**src/rtl/n64_pkg.sv**
```systemverilog
// Shared N64 line-protocol definitions: FSM states, default timing base,
// phase multipliers used by both the transmitter and the receiver.
package n64_pkg;

  typedef enum logic [1:0] {
    IDLE = 2'd0,
    LOW  = 2'd1,
    HIGH = 2'd2,
    STOP = 2'd3
  } n64_state_e;

  localparam int CYCLES_PER_US_DEF = 50;

  // Phase lengths in units of one microsecond
  localparam int MUL_SHORT = 1;
  localparam int MUL_STOP  = 2;
  localparam int MUL_LONG  = 3;

  // 0 and anything above 32 mean a full 32-bit frame
  function automatic logic [5:0] clamp_bits(input logic [5:0] n);
    return ((n == 6'd0) || (n > 6'd32)) ? 6'd32 : n;
  endfunction

endpackage

```
**src/rtl/n64_line_sync.sv**
```systemverilog
// Two-flop synchronizer for the open-drain line readback.
// Resets to 1 so the idle (pulled-up) line never looks like a collision.
module n64_line_sync (
  input  logic clk_i,
  input  logic rst_i,
  input  logic d_i,
  output logic q_o
);

  logic meta_q, sync_q;

  // Two-stage metastability filter
  always_ff @(posedge clk_i or posedge rst_i) begin
    if (rst_i) begin
      meta_q <= 1'b1;
      sync_q <= 1'b1;
    end else begin
      meta_q <= d_i;
      sync_q <= meta_q;
    end
  end

  assign q_o = sync_q;

endmodule

```
**src/rtl/n64_transmit_controller_data.sv**
```systemverilog
// N64 controller response transmitter: sends up to 32 payload bits MSB first
// with pulse-width encoding, then the 2us stop bit, on an open-drain line.
// Optional feature macro: N64_TX_COLLISION_CHECK_EN (line readback abort).
module n64_transmit_controller_data
  import n64_pkg::*;
#(
  parameter int CYCLES_PER_US = CYCLES_PER_US_DEF
) (
  input  logic        sys_clk_i,
  input  logic        rst_i,
  input  logic        trigger_i,
  input  logic [31:0] controller_data_i,
  input  logic [5:0]  num_bits_i,
  input  logic        n64d_i,
  output logic        n64d_oe_o,
  output logic        busy_o,
  output logic        done_o,
  output logic        error_o
);

  localparam logic [7:0] LEN_SHORT = 8'(CYCLES_PER_US * MUL_SHORT);
  localparam logic [7:0] LEN_STOP  = 8'(CYCLES_PER_US * MUL_STOP);
  localparam logic [7:0] LEN_LONG  = 8'(CYCLES_PER_US * MUL_LONG);

  n64_state_e  state_q;
  logic [7:0]  cnt_q;
  logic [31:0] shreg_q;
  logic [5:0]  rem_q;
  logic        oe_q, busy_q, done_q, err_q;
  logic [7:0]  low_len, high_len;
  logic        collide;

  // A '1' is short-low/long-high, a '0' the reverse
  assign low_len  = shreg_q[31] ? LEN_SHORT : LEN_LONG;
  assign high_len = shreg_q[31] ? LEN_LONG  : LEN_SHORT;

`ifdef N64_TX_COLLISION_CHECK_EN
  logic line_s;

  n64_line_sync u_sync (
    .clk_i (sys_clk_i),
    .rst_i (rst_i),
    .d_i   (n64d_i),
    .q_o   (line_s)
  );

  // Someone else pulling low while we release; skip the first cycles so the
  // synchronizer has flushed our own low phase
  assign collide = (state_q == HIGH) && (cnt_q >= 8'd4) && !line_s;
`else
  logic unused_n64d;
  assign unused_n64d = n64d_i;
  assign collide     = 1'b0;
`endif

  // Frame sequencer with registered line/status outputs
  always_ff @(posedge sys_clk_i or posedge rst_i) begin
    if (rst_i) begin
      state_q <= IDLE;
      cnt_q   <= 8'd0;
      shreg_q <= 32'd0;
      rem_q   <= 6'd0;
      oe_q    <= 1'b0;
      busy_q  <= 1'b0;
      done_q  <= 1'b0;
      err_q   <= 1'b0;
    end else begin
      done_q <= 1'b0;
      err_q  <= 1'b0;
      case (state_q)
        IDLE: begin
          // No re-arm in the done cycle
          if (trigger_i && !done_q) begin
            shreg_q <= controller_data_i;
            rem_q   <= clamp_bits(num_bits_i);
            cnt_q   <= 8'd0;
            oe_q    <= 1'b1;
            busy_q  <= 1'b1;
            state_q <= LOW;
          end
        end
        LOW: begin
          if (cnt_q == low_len - 8'd1) begin
            cnt_q   <= 8'd0;
            oe_q    <= 1'b0;
            state_q <= HIGH;
          end else begin
            cnt_q <= cnt_q + 8'd1;
          end
        end
        HIGH: begin
          if (collide) begin
            cnt_q   <= 8'd0;
            oe_q    <= 1'b0;
            busy_q  <= 1'b0;
            err_q   <= 1'b1;
            state_q <= IDLE;
          end else if (cnt_q == high_len - 8'd1) begin
            cnt_q   <= 8'd0;
            shreg_q <= {shreg_q[30:0], 1'b0};
            rem_q   <= rem_q - 6'd1;
            oe_q    <= 1'b1;
            state_q <= (rem_q == 6'd1) ? STOP : LOW;
          end else begin
            cnt_q <= cnt_q + 8'd1;
          end
        end
        STOP: begin
          if (cnt_q == LEN_STOP - 8'd1) begin
            cnt_q   <= 8'd0;
            oe_q    <= 1'b0;
            busy_q  <= 1'b0;
            done_q  <= 1'b1;
            state_q <= IDLE;
          end else begin
            cnt_q <= cnt_q + 8'd1;
          end
        end
        default: state_q <= IDLE;
      endcase
    end
  end

  assign n64d_oe_o = oe_q;
  assign busy_o    = busy_q;
  assign done_o    = done_q;
`ifdef N64_TX_COLLISION_CHECK_EN
  assign error_o   = err_q;
`else
  assign error_o   = 1'b0;
`endif

endmodule

```
**config.mk**
```make
export PLATFORM = sky130hd
export DESIGN_NAME = n64_transmit_controller_data
export DESIGN_NICKNAME = d
export VERILOG_FILES = /design/src/rtl/n64_pkg.sv /design/src/rtl/n64_line_sync.sv /design/src/rtl/n64_transmit_controller_data.sv
export SDC_FILE = /design/constraint.sdc
export NUM_CORES = 1
export LEC_CHECK = 0
export BUFFER_PORTS_ARGS = -buffer_cell sky130_fd_sc_hd__buf_2
export CAP_MARGIN = 20
export CELL_PAD_IN_SITES_DETAIL_PLACEMENT = 1
export CELL_PAD_IN_SITES_GLOBAL_PLACEMENT = 1
export CORE_MARGIN = 3
export CORE_UTILIZATION = 46
export DETAILED_ROUTE_END_ITERATION = 10
export PLACE_DENSITY = 0.94
export SLEW_MARGIN = 20
export SYNTH_ARGS = -nofsm -noshare
export SYNTH_HDL_FRONTEND = slang
export SYNTH_SLANG_ARGS = --single-unit
```
**constraint.sdc**
```tcl
create_clock -name sys_clk_i -period 2.5 [get_ports sys_clk_i]
set_input_delay 0.625 -clock sys_clk_i [delete_from_list [all_inputs] [get_ports sys_clk_i]]
set_output_delay 0.625 -clock sys_clk_i [all_outputs]
set_load 0.01 [all_outputs]
```
==> flow_metrics.env <==
export IMPL_worst_slew_pin_slew_ps=643.1
export IMPL_firstDrtPassIters=4
export IMPL_numCtsBuffers=5
export IMPL_io_pins=46
export IMPL_r2r_setup_slack_ps=440
export IMPL_cts_htree_levels=2
export IMPL_ctsHoldBuffers=0
export IMPL_crit_path_start_kind="flip-flop"
export IMPL_cellLeakagePower_nw=1.649
export IMPL_fillerInstances=647
export IMPL_final_antenna_net_count=0
export IMPL_clock_sinks=51
export IMPL_cap_viol_max_count=0
export IMPL_yosys_register_bits=51
export IMPL_post_route_util=0.5664
export IMPL_post_cts_setup_buffer_count=0
export IMPL_synth_top_cell_area_share=0.4841
export IMPL_synth_cell_types=40
export IMPL_period_needed_ps=2055
export IMPL_critPathMaxFanout=69
export IMPL_wire_per_inst_um=16.31
export IMPL_avgSynthCellArea_um2=9.586
export IMPL_vias=2114
export IMPL_clk_latency_ps=300
export IMPL_end_kind="flip-flop"
export IMPL_post_route_period_util=0.8222
export IMPL_drt_initial_drc_count=92
export IMPL_die_area_um2=6676
export IMPL_ys_warn_count=0
export IMPL_syn_inst=275
export IMPL_yosys_area_top_type="dfrtp_1"
export IMPL_drc_errors=0
export IMPL_place_congestion=0.8170
export IMPL_die_x_um=81.71
export IMPL_reg2reg_from="cnt_q[1]"
export IMPL_clock_root_buffer="clkbuf_8"
export IMPL_io_buffers=43
export IMPL_r2r_end="rem_q[0]"
export IMPL_antenna_cells=0
export IMPL_reg2reg_depth=8
export IMPL_synth_nets=321
export IMPL_cp_arrival_ps=2270
export IMPL_synthFlopType="dfrtp_1"
export IMPL_hold_viol_final=0
export IMPL_ys_top_cells_by_count="dfrtp_1, a21oi_1, nor2_1"
export IMPL_final_nets=359
export IMPL_synth_edf_count=0
export IMPL_p_total_mw=1.459
export IMPL_vias_per_cell=5.520
export IMPL_max_vdd_ir_drop_v=0.0003114
export IMPL_final_max_slew_viol_count=0
export IMPL_path_class="reg -> reg"
export IMPL_hold_class="in -> async"
export IMPL_coreArea_um2=5335
export IMPL_synth_most_common_cell="dfrtp_1"
export IMPL_setup_viol=0
export IMPL_slew_headroom=0.5713
export IMPL_clkTransAtPathRegs_ps=90
export IMPL_syn_to_final_growth_pct=14.62
export IMPL_skew_ps=7.335
export IMPL_yosys_top_cells_area="dfrtp_1, mux2i_1, a21oi_1, nor2_1, ha_1"
export IMPL_cts_resized_gates=0
export IMPL_rsz0062_at_grt="no"
export IMPL_die_h_um=81.71
export IMPL_run_status="finished clean"
export IMPL_grt_pass1_wl_mm=10.70
export IMPL_setup_tns_ps=0
export IMPL_hpwl_mm=4.466
export IMPL_cp_required_ps=2720
export IMPL_grt_start_max_net_pins=70
export IMPL_drive_gt1_frac=0.2045
export IMPL_grt_pass1_vias=2260
export IMPL_cts_buffer_depth=2
export IMPL_grt_usage=0.2092
export IMPL_ys_seq_area_frac=0.4841
export IMPL_totalWireLength_mm=6.248
export IMPL_syn_area_um2=2636
export IMPL_cts_tree="yes"
export IMPL_max_freq_mhz=486.5
export IMPL_gr_total_overflow=0
export IMPL_power_density_nw_per_um2=482.7
export IMPL_async_reset_ff_frac=1.000
export IMPL_initial_utilization=0.4941
export IMPL_num_rows=26
export IMPL_antenna_found_initial=0
-- registers in the layout (all words and copies together), names as in the netlist --
signal     flops
shreg_q       32
done_o         1
rem_q          6
cnt_q          8
state_q        2
busy_o         1
n64d_oe_o      1
-- final cells by class --
cell class / instances / area [um^2] / share of cell area
clock buffers: 5 / 68.82 / 0.02277
clock inverters: 2 / 37.54 / 0.01242
inverters: 9 / 33.78 / 0.01118
multi-input cells: 198 / 1240 / 0.4104
flip-flops and latches: 51 / 1276 / 0.4224
well taps: 70 / 87.58 / 0.02899
repair buffers: 48 / 277.8 / 0.09193
-- metal layers --
metal	vias to the layer above	part of all wire	global-route usage
li1	1035	-	-
met1	1038	0.42	0.2521
met3	6	0.035	0.04386
met4	0	0.013	0.05150
met5	-	0	0
met2	35	0.53	0.3803
-- report_power, final --
group	leakage [nW]	total, mW	internal (mW)	switching (mW)
clock	0.0502	0.560	0.293	0.267
combinational	0.917	0.0749	0.0343	0.0406
sequential	0.682	0.824	0.824	0
-- placed cells by master (no fill, tap or decap), drive strengths merged, types with 3 or more instances in the layout --
cell / synthesis / layout
ha: 4 / 4
o21ai: 9 / 9
inv: 9 / 9
a31oi: 6 / 6
buf: 14 / 48
and3: 3 / 3
mux2i: 31 / 31
dfrtp: 51 / 51
a21oi: 48 / 48
nand3: 8 / 8
nor2: 45 / 45
xor2: 3 / 3
nand2: 12 / 12
clkbuf: 3 / 5
-- kinds of logic (layout without fill, tap and decap cells) --
| group | after synthesis | count (layout) | share of synthesized area |
|---|---|---|---|
| AOI/OAI and AO/OA | 74 | 74 | 0.1599 |
| xor gates and xnor gates | 4 | 4 | 0.01329 |
| adders and majority gates | 4 | 4 | 0.01899 |
| buffers and inverters | 26 | 64 | 0.04936 |
| DFF | 51 | 51 | 0.4841 |
| muxes | 31 | 31 | 0.1177 |
| other | 1 | 1 | 0.001422 |
| and+or+nand+nor | 84 | 84 | 0.1552 |
-- worst max path at each step --
stage	from	endpoint	slack [ps]	cells after the start
after global placement	trigger_i	shreg_q[11]	510	7
after detailed placement	trigger_i	shreg_q[26]	400	7
after CTS	cnt_q[1]	rem_q[0]	410	8
after floorplan	rst_i	busy_o	650	1
final	cnt_q[1]	rem_q[0]	440	8
after global routing	cnt_q[1]	rem_q[0]	280	8
-- worst max-delay path: stages (launching register included) --
cell and delay [ps]:
dfrtp_1 420, inv_1 80, ha_1 160, and4bb_2 270, o21ai_1 130, a21boi_4 340, buf_12 300, nor2_1 110
a21oi_1 160
-- stage by stage --
| step | cell area, um^2 | cells | setup slack [ps] | hold WS (ps) |
|---|---|---|---|---|
| 2_1_floorplan | 2636 | 275 | 645.5 | 494.2 |
| 3_3_place_gp | 2915 | 376 | 506.2 | 461.0 |
| 3_5_place_dp | 2915 | 376 | 398.2 | 488.6 |
| 4_1_cts | 3022 | 383 | 408.4 | 501.5 |
| 5_1_grt | 3022 | 383 | 282.2 | 512.4 |
| 6_report | 3022 | 383 | 444.6 | 470.8 |
Power figures use the tool's default switching activity.
